<file path="config.mk">
export PLATFORM = sky130hd
export DESIGN_NAME = mem_arbiter
export DESIGN_NICKNAME = d
export VERILOG_FILES = /design/src/rtl/mem_arb_pkg.sv /design/src/rtl/mem_arbiter_lock_counter.sv /design/src/rtl/mem_arbiter.sv
export SDC_FILE = /design/constraint.sdc
export NUM_CORES = 1
export LEC_CHECK = 0
export BUFFER_PORTS_ARGS = -buffer_cell sky130_fd_sc_hd__buf_2
export CAP_MARGIN = 10
export CORE_UTILIZATION = 35
export CTS_CLUSTER_DIAMETER = 80
export CTS_CLUSTER_SIZE = 10
export DETAILED_ROUTE_END_ITERATION = 12
export GPL_ROUTABILITY_DRIVEN = 0
export MAX_ROUTING_LAYER = met4
export PLACE_DENSITY = 0.85
export SLEW_MARGIN = 15
export SYNTH_ARGS = -nofsm -noshare
export SYNTH_HDL_FRONTEND = slang
export SYNTH_HIERARCHICAL = 1
export SYNTH_SLANG_ARGS = --single-unit
</file>
<file path="constraint.sdc">
create_clock -name clk -period 3.5 [get_ports clk]
set_clock_uncertainty 0.1 [all_clocks]
set_input_delay 0.7 -clock clk [delete_from_list [all_inputs] [get_ports clk]]
set_output_delay 0.7 -clock clk [all_outputs]
set_load 0.03 [all_outputs]
</file>
<file path="src/rtl/mem_arb_pkg.sv">
// mem_arb_pkg
// Shared definitions for the memory arbiter: owner encodings, default
// parameter values and the lock-counter width helper.
package mem_arb_pkg;

    typedef enum logic [1:0] {
        OWN_NONE = 2'b00,
        OWN_CPU  = 2'b01,
        OWN_DBG  = 2'b10
    } owner_t;

    localparam int ADDR_W_DEF   = 16;
    localparam int DATA_W_DEF   = 16;
    localparam int MAX_LOCK_DEF = 8;

    // Counter only has to reach MAX_LOCK-1.
    function automatic int lock_cnt_w(input int max_lock);
        return (max_lock > 2) ? $clog2(max_lock) : 1;
    endfunction

endpackage

</file>
<file path="src/rtl/mem_arbiter_lock_counter.sv">
// arb_lock_counter
// Counts consecutive locked grant cycles for the current bus owner.
// Saturates at MAX_LOCK-1 and flags that value as expired.
// Ports:
//   clk, reset (async, active-low)
//   clear    - return to zero (wins over inc)
//   inc      - advance by one unless already expired
//   cnt      - current count
//   expired  - cnt == MAX_LOCK-1
module arb_lock_counter
    import mem_arb_pkg::*;
#(
    parameter int MAX_LOCK = MAX_LOCK_DEF,
    parameter int CNT_W    = lock_cnt_w(MAX_LOCK)
) (
    input  logic             clk,
    input  logic             reset,
    input  logic             clear,
    input  logic             inc,
    output logic [CNT_W-1:0] cnt,
    output logic             expired
);

    localparam logic [CNT_W-1:0] CNT_MAX = CNT_W'(MAX_LOCK - 1);

    assign expired = (cnt == CNT_MAX);

    always_ff @(posedge clk or negedge reset) begin
        if (!reset) begin
            cnt <= '0;
        end else if (clear) begin
            cnt <= '0;
        end else if (inc && !expired) begin
            cnt <= cnt + 1'b1;
        end
    end

endmodule

</file>
<file path="src/rtl/mem_arbiter.sv">
// mem_arbiter
// Two-port (CPU datapath / debug loader) arbiter for memory_unit with
// bounded bus locking. Grants are registered; the memory bus is a
// combinational mux of the current owner's request.
// Optional feature: define MEM_ARB_RR_EN for round-robin tie breaking
// (default build: fixed priority, CPU wins ties).
// Ports:
//   clk, reset (async, active-low)
//   cpu_req/lock/we/addr/wdata, cpu_gnt  - datapath port
//   dbg_req/lock/we/addr/wdata, dbg_gnt  - debug/loader port
//   mem_we, mem_abus, mem_wbus           - memory_unit bus
//   owner                                - current owner encoding
//
// state    | meaning
// ---------+--------------------------------------------
// OWN_NONE | bus idle, outputs forced to zero
// OWN_CPU  | datapath owns the bus
// OWN_DBG  | debug/loader owns the bus
module mem_arbiter
    import mem_arb_pkg::*;
#(
    parameter int ADDR_W   = ADDR_W_DEF,
    parameter int DATA_W   = DATA_W_DEF,
    parameter int MAX_LOCK = MAX_LOCK_DEF
) (
    input  logic              clk,
    input  logic              reset,
    input  logic              cpu_req,
    input  logic              cpu_lock,
    input  logic              cpu_we,
    input  logic [ADDR_W-1:0] cpu_addr,
    input  logic [DATA_W-1:0] cpu_wdata,
    output logic              cpu_gnt,
    input  logic              dbg_req,
    input  logic              dbg_lock,
    input  logic              dbg_we,
    input  logic [ADDR_W-1:0] dbg_addr,
    input  logic [DATA_W-1:0] dbg_wdata,
    output logic              dbg_gnt,
    output logic              mem_we,
    output logic [ADDR_W-1:0] mem_abus,
    output logic [DATA_W-1:0] mem_wbus,
    output logic [1:0]        owner
);

    localparam int CNT_W = lock_cnt_w(MAX_LOCK);

    owner_t             owner_q, owner_d, oth_id, tie_winner;
    logic               own_req, own_lock, oth_req, own_valid;
    logic               lock_inc, lock_hold, lock_exp;
    logic [CNT_W-1:0]   lock_cnt;

`ifdef MEM_ARB_RR_EN
    owner_t             last_served;
    assign tie_winner = (last_served == OWN_CPU) ? OWN_DBG : OWN_CPU;
`else
    assign tie_winner = OWN_CPU;
`endif

    assign owner = owner_q;

    always_comb begin
        own_req   = 1'b0;
        own_lock  = 1'b0;
        oth_req   = 1'b0;
        oth_id    = OWN_NONE;
        own_valid = 1'b0;
        case (owner_q)
            OWN_CPU: begin
                own_valid = 1'b1;
                own_req   = cpu_req;
                own_lock  = cpu_lock;
                oth_req   = dbg_req;
                oth_id    = OWN_DBG;
            end
            OWN_DBG: begin
                own_valid = 1'b1;
                own_req   = dbg_req;
                own_lock  = dbg_lock;
                oth_req   = cpu_req;
                oth_id    = OWN_CPU;
            end
            default: ;
        endcase
    end

    // Next owner. lock_hold keeps a saturated count while the owner is
    // re-granted with lock still high; every other path clears it.
    always_comb begin
        owner_d   = OWN_NONE;
        lock_inc  = 1'b0;
        lock_hold = 1'b0;
        if (!own_valid) begin
            if (cpu_req && dbg_req) owner_d = tie_winner;
            else if (cpu_req)       owner_d = OWN_CPU;
            else if (dbg_req)       owner_d = OWN_DBG;
        end else if (own_req && own_lock && !lock_exp) begin
            owner_d  = owner_q;
            lock_inc = 1'b1;
        end else if (oth_req) begin
            owner_d = oth_id;
        end else if (own_req) begin
            owner_d   = owner_q;
            lock_hold = own_lock;
        end
    end

    arb_lock_counter #(
        .MAX_LOCK (MAX_LOCK),
        .CNT_W    (CNT_W)
    ) u_lock_cnt (
        .clk     (clk),
        .reset   (reset),
        .clear   (!lock_inc && !lock_hold),
        .inc     (lock_inc),
        .cnt     (lock_cnt),
        .expired (lock_exp)
    );

    always_ff @(posedge clk or negedge reset) begin
        if (!reset) begin
            owner_q     <= OWN_NONE;
            cpu_gnt     <= 1'b0;
            dbg_gnt     <= 1'b0;
`ifdef MEM_ARB_RR_EN
            last_served <= OWN_DBG;
`endif
        end else begin
            owner_q <= owner_d;
            cpu_gnt <= (owner_d == OWN_CPU);
            dbg_gnt <= (owner_d == OWN_DBG);
`ifdef MEM_ARB_RR_EN
            if (owner_d != OWN_NONE) last_served <= owner_d;
`endif
        end
    end

    // A requester dropping req while granted cancels its write.
    always_comb begin
        mem_we   = 1'b0;
        mem_abus = '0;
        mem_wbus = '0;
        case (owner_q)
            OWN_CPU: begin
                mem_we   = cpu_we && cpu_req;
                mem_abus = cpu_addr;
                mem_wbus = cpu_wdata;
            end
            OWN_DBG: begin
                mem_we   = dbg_we && dbg_req;
                mem_abus = dbg_addr;
                mem_wbus = dbg_wdata;
            end
            default: ;
        endcase
    end

endmodule

</file>
==> results of run 1 <==
per-layer routing:
metal	up-vias	wire (microns)	part of all wire (%)	GRT usage [%]
li1	652	-	-	-
met1	584	1190	40	25.0
met2	60	1570	52	36.9
met3	0	240	8.0	3.74
met4	0	0	0	3.95
met5	-	0	0	-
cell type report:
| class | count | area, sq um |
|---|---|---|
| multi-input combinational | 100 | 674 |
| fill | 240 | 971 |
| inverter | 2 | 7.51 |
| tap | 30 | 37.5 |
| clock buffer | 4 | 26.3 |
| sequential | 7 | 175 |
| timing repair buffer | 111 | 563 |
layout by cell type, fill, tap and decap left out, drive strengths merged:
master / netlist / layout
and3b: 1 / 1
mux2: 1 / 1
a211o: 1 / 1
a2111oi: 1 / 1
clkbuf: 9 / 4
o21ai: 3 / 3
a21oi: 2 / 2
nor2: 33 / 33
a22o: 1 / 1
a221o: 1 / 1
nor3b: 1 / 1
nand3b: 1 / 1
inv: 2 / 2
a22oi: 33 / 33
buf: 3 / 111
nand2b: 2 / 2
nor2b: 4 / 4
ha: 6 / 6
dfrtp: 7 / 7
nand3: 2 / 2
and3: 2 / 2
nand2: 3 / 3
nand4bb: 2 / 2
flip-flops by register name, indices dropped and copies added (netlist names):
signal / cells
u_lock_cnt/cnt: 3
owner: 2
cpu_gnt: 1
dbg_gnt: 1
kinds of logic after synthesis:
family / share of synthesized area, %
simple gates: 27.7
compound gates: 36.7
buf+inv: 6.34
flops: 19.3
fa+ha+maj: 8.28
mux: 1.65
stage by stage:
stage / total power [mW] / std cells / worst slack, ps / cell area [sq um] / util [%]
after floorplan: 0.842 / 121 / 869 / 907 / -
after global placement: 1.08 / 250 / 797 / 1460 / 59.4
after detailed placement: 1.09 / 250 / 766 / 1460 / 59.4
after CTS: 1.16 / 254 / 491 / 1480 / 60.4
after global routing: 1.26 / 254 / 346 / 1480 / 60.4
final: 1.16 / 254 / 498 / 1480 / 60.4
worst max path at each step:
stage,from,to,slack [ps]
finish,owner[0]$_DFF_PN0_,mem_we,500
global route,owner[0]$_DFF_PN0_,mem_we,350
CTS,owner[0]$_DFF_PN0_,mem_we,490
detailed placement,owner[0]$_DFF_PN0_,mem_we,770
global placement,owner[0]$_DFF_PN0_,mem_we,800
floorplan,owner[0]$_DFF_PN0_,mem_abus[10],870
worst max-delay path, cell delays in order, from the launching register on:
cell,delay [ps]
dfrtp_1,400
inv_1,80
ha_1,1070
a21oi_1,150
buf_2,250
power groups by stage:
stage          sequential (mW)  combinational (mW)  clock, mW
4_1_cts                  0.115               0.972     0.0767
2_1_floorplan            0.154               0.689          0
3_5_place_dp             0.116               0.971          0
5_1_grt                  0.118                1.06     0.0837
6_report                 0.114               0.971     0.0732
3_3_place_gp             0.115               0.967          0
==> impl_metrics.toml, run 1 <==
[sta]
layout_min_cycle_time_ps = 3000
slew_headroom_pct = 22.4
tns_ps = 0
worst_pin_slew_ps = 1160
fmax_ghz = 0.333
hold_violations = 0
setup_violations = 0
rsz0062_at_grt = "no"
drv_slew = 0
worst_hold_slack_ps = 164
finalCritPeriodShare_pct = 85.8

[clock_network]
clock_path_buffers = 2
cts_tree = "done"
path_clk_slew_ps = 50
ctsRootBufferMaster = "clkbuf_4"
cts.repair.resized = 0
cts_setup_buffers = 0
h-tree-depth = 1
cts_hold_buf = 0
cts_num_sinks = 7
clk_latency_ps = 250
numCtsBuffers = 3

[detailed_routing]
drc_errors = 0
routed_wl_microns = 3010
first_pass_iters = 4
via_per_inst = 5.10
ant_nets = 0
num_vias = 1296
drtIter0Drc = 41
wl_per_cell_microns = 11.8

[pwr]
p_seq_share_pct = 9.9
pwr-share-comb_pct = 83.8
irDropWorstVdd_v = 0.000482
powerDensity_nw_per_um2 = 781
clockPowerShare_pct = 6.3
swShare_pct = 61.8
p_leak_nw = 0.835
p_sw_mw = 0.716
internal_power_mw = 0.443

[synth]
ys_seq_area_share_pct = 19.3
synthTopCellsByCount = "33 x nor2_1, 32 x a22oi_1, 9 x clkbuf_1"
yosys.area.top_type = "a22oi_1"
syn_nets = 199
async_flop_share_pct = 100
synth_area_sq_um = 907
ys_types = 29
synth_edf_count = 0
ys_seq_elements = 7
syn_inst = 121
synth_top_flop_cell = "dfrtp_1"
synth_most_common_cell = "nor2_1"
yosysTopAreaCellShare_pct = 26.5
synthTopCellsByArea = "a22oi_1 26%, dfrtp_1 19%, nor2_1 14%"
yosys_warnings = 6
syn_avg_cell_area_sq_um = 7.50

[flow_run]
drv_cap = 0

[global_route]
grt_util_all_layers_pct = 21.0
grt_overflow = 0
grt_pass1_vias = 1033
grt_first_pass_wirelength_microns = 4310
antenna_found_initial = 0
grt_max_degree = 39

[worst_setup_path]
end_kind = "output port"
r2r_slack_ps = 840
critPathLaunchType = "flop"
cp_data_required_time_ps = 2700
path_max_fanout = 38
regToRegEndpoint = "cpu_gnt$_DFF_PN0_"
crit_arrival_ps = 2200
r2r_start = "owner[0]$_DFF_PN0_"
path_class = "reg -> out"
worstRegToRegCells = 7

[cells_and_area]
drive_gt1_share_pct = 53.1
diodes = 0
synthToLayoutAreaGrowth_pct = 63.6
nets = 303

[floorplan]
dieArea_sq_um = 2800
num_rows = 18
start_util_pct = 37.0
ios = 109
fp.coreArea_sq_um = 2450
die_x_microns = 52.9
die_y_microns = 52.9

[outcome]
outcome = "finished, final reports clean"

[placed_design]
dp_hpwl_microns = 2390
port_buffers = 108

[worst_hold_path]
holdCritPathClass = "in -> async"
Note: power is estimated with default switching activity, not from simulation.
==> run 2, diff against run 1 <==
RECOVER_POWER = 50   (was unset)
==> impl_metrics.toml, run 2 (synthesis results as in run 1) <==
[sta]
rsz0062_at_grt = "no"
setup_slack_ps = 367
fmax_ghz = 0.319
drv_slew = 0
tns_ps = 0
layout_min_cycle_time_ps = 3130
worst_pin_slew_ps = 1100
finalCritPeriodShare_pct = 89.5
setup_violations = 0
hold_violations = 0
slew_headroom_pct = 26.4

[worst_setup_path]
end_kind = "output port"
path_class = "reg -> out"
path_max_fanout = 20
critPathLaunchType = "flop"
cp_data_required_time_ps = 2700
crit_arrival_ps = 2330

[clock_network]
cts.repair.resized = 0
numCtsBuffers = 3
clk_latency_ps = 250
cts_setup_buffers = 0
path_clk_slew_ps = 50
cts_hold_buf = 0
ctsRootBufferMaster = "clkbuf_4"
cts_num_sinks = 7
h-tree-depth = 1
clock_path_buffers = 2
cts_tree = "done"

[detailed_routing]
routed_wl_microns = 3040
drtIter0Drc = 38
via_per_inst = 5.14
num_vias = 1306
drc_errors = 0
wl_per_cell_microns = 12.0
first_pass_iters = 4
ant_nets = 0

[floorplan]
num_rows = 18
fp.coreArea_sq_um = 2450
dieArea_sq_um = 2800
die_y_microns = 52.9
start_util_pct = 37.0
ios = 109
die_x_microns = 52.9

[placed_design]
port_buffers = 108
dp_hpwl_microns = 2390
place_area_sq_um = 1460
dpl_worst_slack_ps = 766
dp.cells = 250

[global_route]
grt_max_degree = 39
antenna_found_initial = 0
grt_overflow = 0
grt_pass1_vias = 1033
grt_util_all_layers_pct = 21.0
grt_first_pass_wirelength_microns = 4310

[outcome]
outcome = "finished, final reports clean"

[pwr]
powerDensity_nw_per_um2 = 785
irDropWorstVdd_v = 0.000479
p_sw_mw = 0.707
p_leak_nw = 0.790
pwr-share-comb_pct = 83.4
swShare_pct = 62.5
clockPowerShare_pct = 6.5
p_seq_share_pct = 10.2
internal_power_mw = 0.425

[worst_hold_path]
holdCritPathClass = "in -> async"

[cells_and_area]
regMostFlops = "u_lock_cnt/cnt"
layout_commonest_cell = "buf_2"
diodes = 0
fin_cells = 254
synthToLayoutAreaGrowth_pct = 59.0
mostFrequentLayoutCells = "97 x buf_2, 33 x nor2_1, 32 x a22oi_1"
drive_gt1_share_pct = 47.3
largest_register_ffs = 3
fin_area_sq_um = 1440
nets = 303

[flow_run]
drv_cap = 0
-- run 2: metrics by stage --
stage	hold slack, ps	util, %	power [mW]
after detailed placement	437	59.4	1.09
after floorplan	304	-	0.842
after CTS	161	60.4	1.16
after global routing	248	58.8	1.23
after global placement	429	59.4	1.08
final	221	58.8	1.13
-- run 2: critical path, stage by stage, from the launching register on --
cell,delay [ps]
dfrtp_1,410
inv_1,100
ha_1,610
clkbuf_2,410
a22oi_1,110
nor2_1,100
clkbuf_1,340
-- run 2: per-layer routing --
metal,vias up,wire length (microns),track usage [%]
met4,0,0,3.95
met2,61,1580,36.9
met3,0,250,3.74
met5,-,0,-
li1,653,-,-
met1,592,1210,25.0
-- run 2: path summary, 6_finish.rpt --
| check | startpoint | to | slack [ps] | cells after the start |
|---|---|---|---|---|
| min in group clk | u_lock_cnt/cnt[2]$_DFFE_PN0P_ | u_lock_cnt/cnt[2]$_DFFE_PN0P_ | 470 | 2 |
| setup reg to reg | owner[0]$_DFF_PN0_ | cpu_gnt$_DFF_PN0_ | 520 | 6 |
| hold reg to reg | u_lock_cnt/cnt[2]$_DFFE_PN0P_ | u_lock_cnt/cnt[2]$_DFFE_PN0P_ | 470 | 2 |
| hold / removal | reset | u_lock_cnt/cnt[1]$_DFFE_PN0P_ | 220 | 1 |
| max in group asynchronous | reset | owner[0]$_DFF_PN0_ | 2820 | 1 |
| setup / recovery | owner[0]$_DFF_PN0_ | mem_abus[1] | 370 | 6 |
-- run 2: layout make-up --
cell class,instances,area [sq um]
clock buffer,4,26.3
fill,251,1010
inverter,2,7.51
multi-input combinational,100,649
sequential,7,175
tap,30,37.5
timing repair buffer,111,547
-- run 2: power by group through the flow --
stage | combinational (mW) | clock [mW] | sequential (mW)
after detailed placement | 0.971 | 0 | 0.116
after CTS | 0.972 | 0.0767 | 0.115
final | 0.944 | 0.0731 | 0.115
after global placement | 0.967 | 0 | 0.115
after floorplan | 0.689 | 0 | 0.154
after global routing | 1.03 | 0.0837 | 0.118
==> run 3, diff against run 2 <==
ABC_AREA = 1   (was unset)
CORE_UTILIZATION = 38   (was 35)
PLACE_DENSITY = 0.87   (was 0.85)
RECOVER_POWER = 25   (was 50)
==> impl_metrics.toml, run 3 <==
[clock_network]
cts_hold_buf = 0
cts_tree = "done"
cts_setup_buffers = 0
path_clk_slew_ps = 50
cts_num_sinks = 7
h-tree-depth = 1
numCtsBuffers = 3
clk_latency_ps = 250
ctsRootBufferMaster = "clkbuf_4"
cts.repair.resized = 0
clock_path_buffers = 2

[worst_setup_path]
r2r_start = "owner[0]$_DFF_PN0_"
worstRegToRegCells = 10
path_buf_inv = 3
path_cells = "inv_1 -> ha_1 -> buf_4 -> nand2_1 -> a21oi_1 -> buf_2"
crit_arrival_ps = 2010
worstSetupPathDepth = 6
path_max_fanout = 25
path_class = "reg -> out"
end_kind = "output port"
worstSetupStartpoint = "owner[0]$_DFF_PN0_"
r2r_slack_ps = 1110
cpPeakStageDelay_ps = 450
path_delay_family = "buffers and inverters"
crit_end = "mem_wbus[13]"
cp_data_required_time_ps = 2700
cp_slowest_cell = "dfrtp_1"
critPathLaunchType = "flop"
regToRegEndpoint = "u_lock_cnt/cnt[2]$_DFFE_PN0P_"

[synth]
yosysTopAreaCellShare_pct = 29.5
ys_seq_elements = 7
synth_top_flop_cell = "dfrtp_1"
syn_nets = 260
syn_avg_cell_area_sq_um = 5.67
yosys_warnings = 6
synthTopCellsByCount = "81 x nand2_1, 35 x a21oi_1, 11 x nand3_1"
synth_edf_count = 0
yosys.area.top_type = "nand2_1"
syn_inst = 182
ys_seq_area_share_pct = 17.0
synth_area_sq_um = 1030
synth_most_common_cell = "nand2_1"
synthTopCellsByArea = "nand2_1 29%, a21oi_1 17%, dfrtp_1 17%"
ys_types = 22
async_flop_share_pct = 100

[pwr]
p_seq_share_pct = 10.1
p_sw_mw = 0.791
p_leak_nw = 0.926
clockPowerShare_pct = 6.0
powerDensity_nw_per_um2 = 759
pwr-share-comb_pct = 83.9
irDropWorstVdd_v = 0.000502
swShare_pct = 65.5
internal_power_mw = 0.417
total_power_mw = 1.21

[detailed_routing]
routed_wl_microns = 3540
num_vias = 1514
first_pass_iters = 4
wl_per_cell_microns = 11.2
drtIter0Drc = 21
drc_errors = 0
via_per_inst = 4.81
ant_nets = 0

[cells_and_area]
final_core_util_pct = 63.1
synthToLayoutAreaGrowth_pct = 54.2
layout_commonest_cell = "buf_2"
drive_gt1_share_pct = 44.2
fin_area_sq_um = 1590
mostFrequentLayoutCells = "103 x buf_2, 81 x nand2_1, 35 x a21oi_1"
regMostFlops = "u_lock_cnt/cnt"
nets = 364
largest_register_ffs = 3
diodes = 0

[global_route]
grt_overflow = 0
grt_pass1_vias = 1219
antenna_found_initial = 0
grt_first_pass_wirelength_microns = 5110
grt_max_degree = 40
grt_util_all_layers_pct = 23.8

[sta]
tns_ps = 0
worst_pin_slew_ps = 386
slew_headroom_pct = 74.3
finalCritPeriodShare_pct = 80.4
fmax_ghz = 0.356
rsz0062_at_grt = "no"
setup_violations = 0
hold_violations = 0
drv_slew = 0
layout_min_cycle_time_ps = 2810

[floorplan]
ios = 109
dieArea_sq_um = 2930
fp.coreArea_sq_um = 2520
num_rows = 18
die_x_microns = 54.1
start_util_pct = 40.9
die_y_microns = 54.1

[outcome]
outcome = "finished, final reports clean"

[flow_run]
drv_cap = 0

[placed_design]
port_buffers = 108
dp_hpwl_microns = 2750
place_area_sq_um = 1570

[worst_hold_path]
holdCritPathClass = "in -> async"
run 3: logic make-up after synthesis:
kind of cell	after synthesis	synth area share [%]
buf+inv	24	10.4
compound gates	36	17.6
fa+ha+maj	6	7.27
flops	7	17.0
simple gates	109	47.8
run 3: area by class of cell:
cell class	instances	area, sq um
Clock buffer	4	26.3
Fill cell	256	931
Inverter	12	46.3
Multi-Input combinational cell	151	749
Sequential cell	7	175
Tap cell	30	37.5
Timing Repair Buffer	111	557
run 3: worst min path at each step:
stage / from / to / slack, ps
4_1_cts: reset / u_lock_cnt/cnt[0]$_DFFE_PN0P_ / 180
6_report: reset / dbg_gnt$_DFF_PN0_ / 240
5_1_grt: reset / cpu_gnt$_DFF_PN0_ / 270
2_1_floorplan: reset / cpu_gnt$_DFF_PN0_ / 300
3_5_place_dp: u_lock_cnt/cnt[2]$_DFFE_PN0P_ / u_lock_cnt/cnt[2]$_DFFE_PN0P_ / 410
3_3_place_gp: u_lock_cnt/cnt[1]$_DFFE_PN0P_ / u_lock_cnt/cnt[1]$_DFFE_PN0P_ / 400
run 3: stage by stage:
step,worst slack [ps],std cells,hold WS [ps]
global route,534,315,274
CTS,684,315,175
detailed placement,961,311,415
global placement,1030,311,401
finish,687,315,239
floorplan,833,182,304
run 3: per-layer routing:
metal  part of all wire [%]  routed length, microns  GRT usage (%)  vias up
li1                       -                       -              -      786
met1                     41                    1460           26.4      665
met2                     49                    1740           44.3       59
met3                    8.8                     310           4.52        4
met4                   0.82                      29           3.42        0
met5                      0                       0              -        -
run 3: power by group through the flow:
stage / logic (mW) / registers (mW) / clock network [mW]
2_1_floorplan: 0.739 / 0.161 / 0
3_3_place_gp: 1.02 / 0.121 / 0
3_5_place_dp: 1.02 / 0.122 / 0
4_1_cts: 1.03 / 0.121 / 0.0756
5_1_grt: 1.11 / 0.125 / 0.0795
6_report: 1.01 / 0.122 / 0.0721
run 3: worst reg2reg max path, delay by kind of cell (launching register included):
family          cells  cell delay (ps)
compound gates      1              220
fa+ha+maj           1              290
buf+inv             5              880
flops               1              460
simple gates        3              330
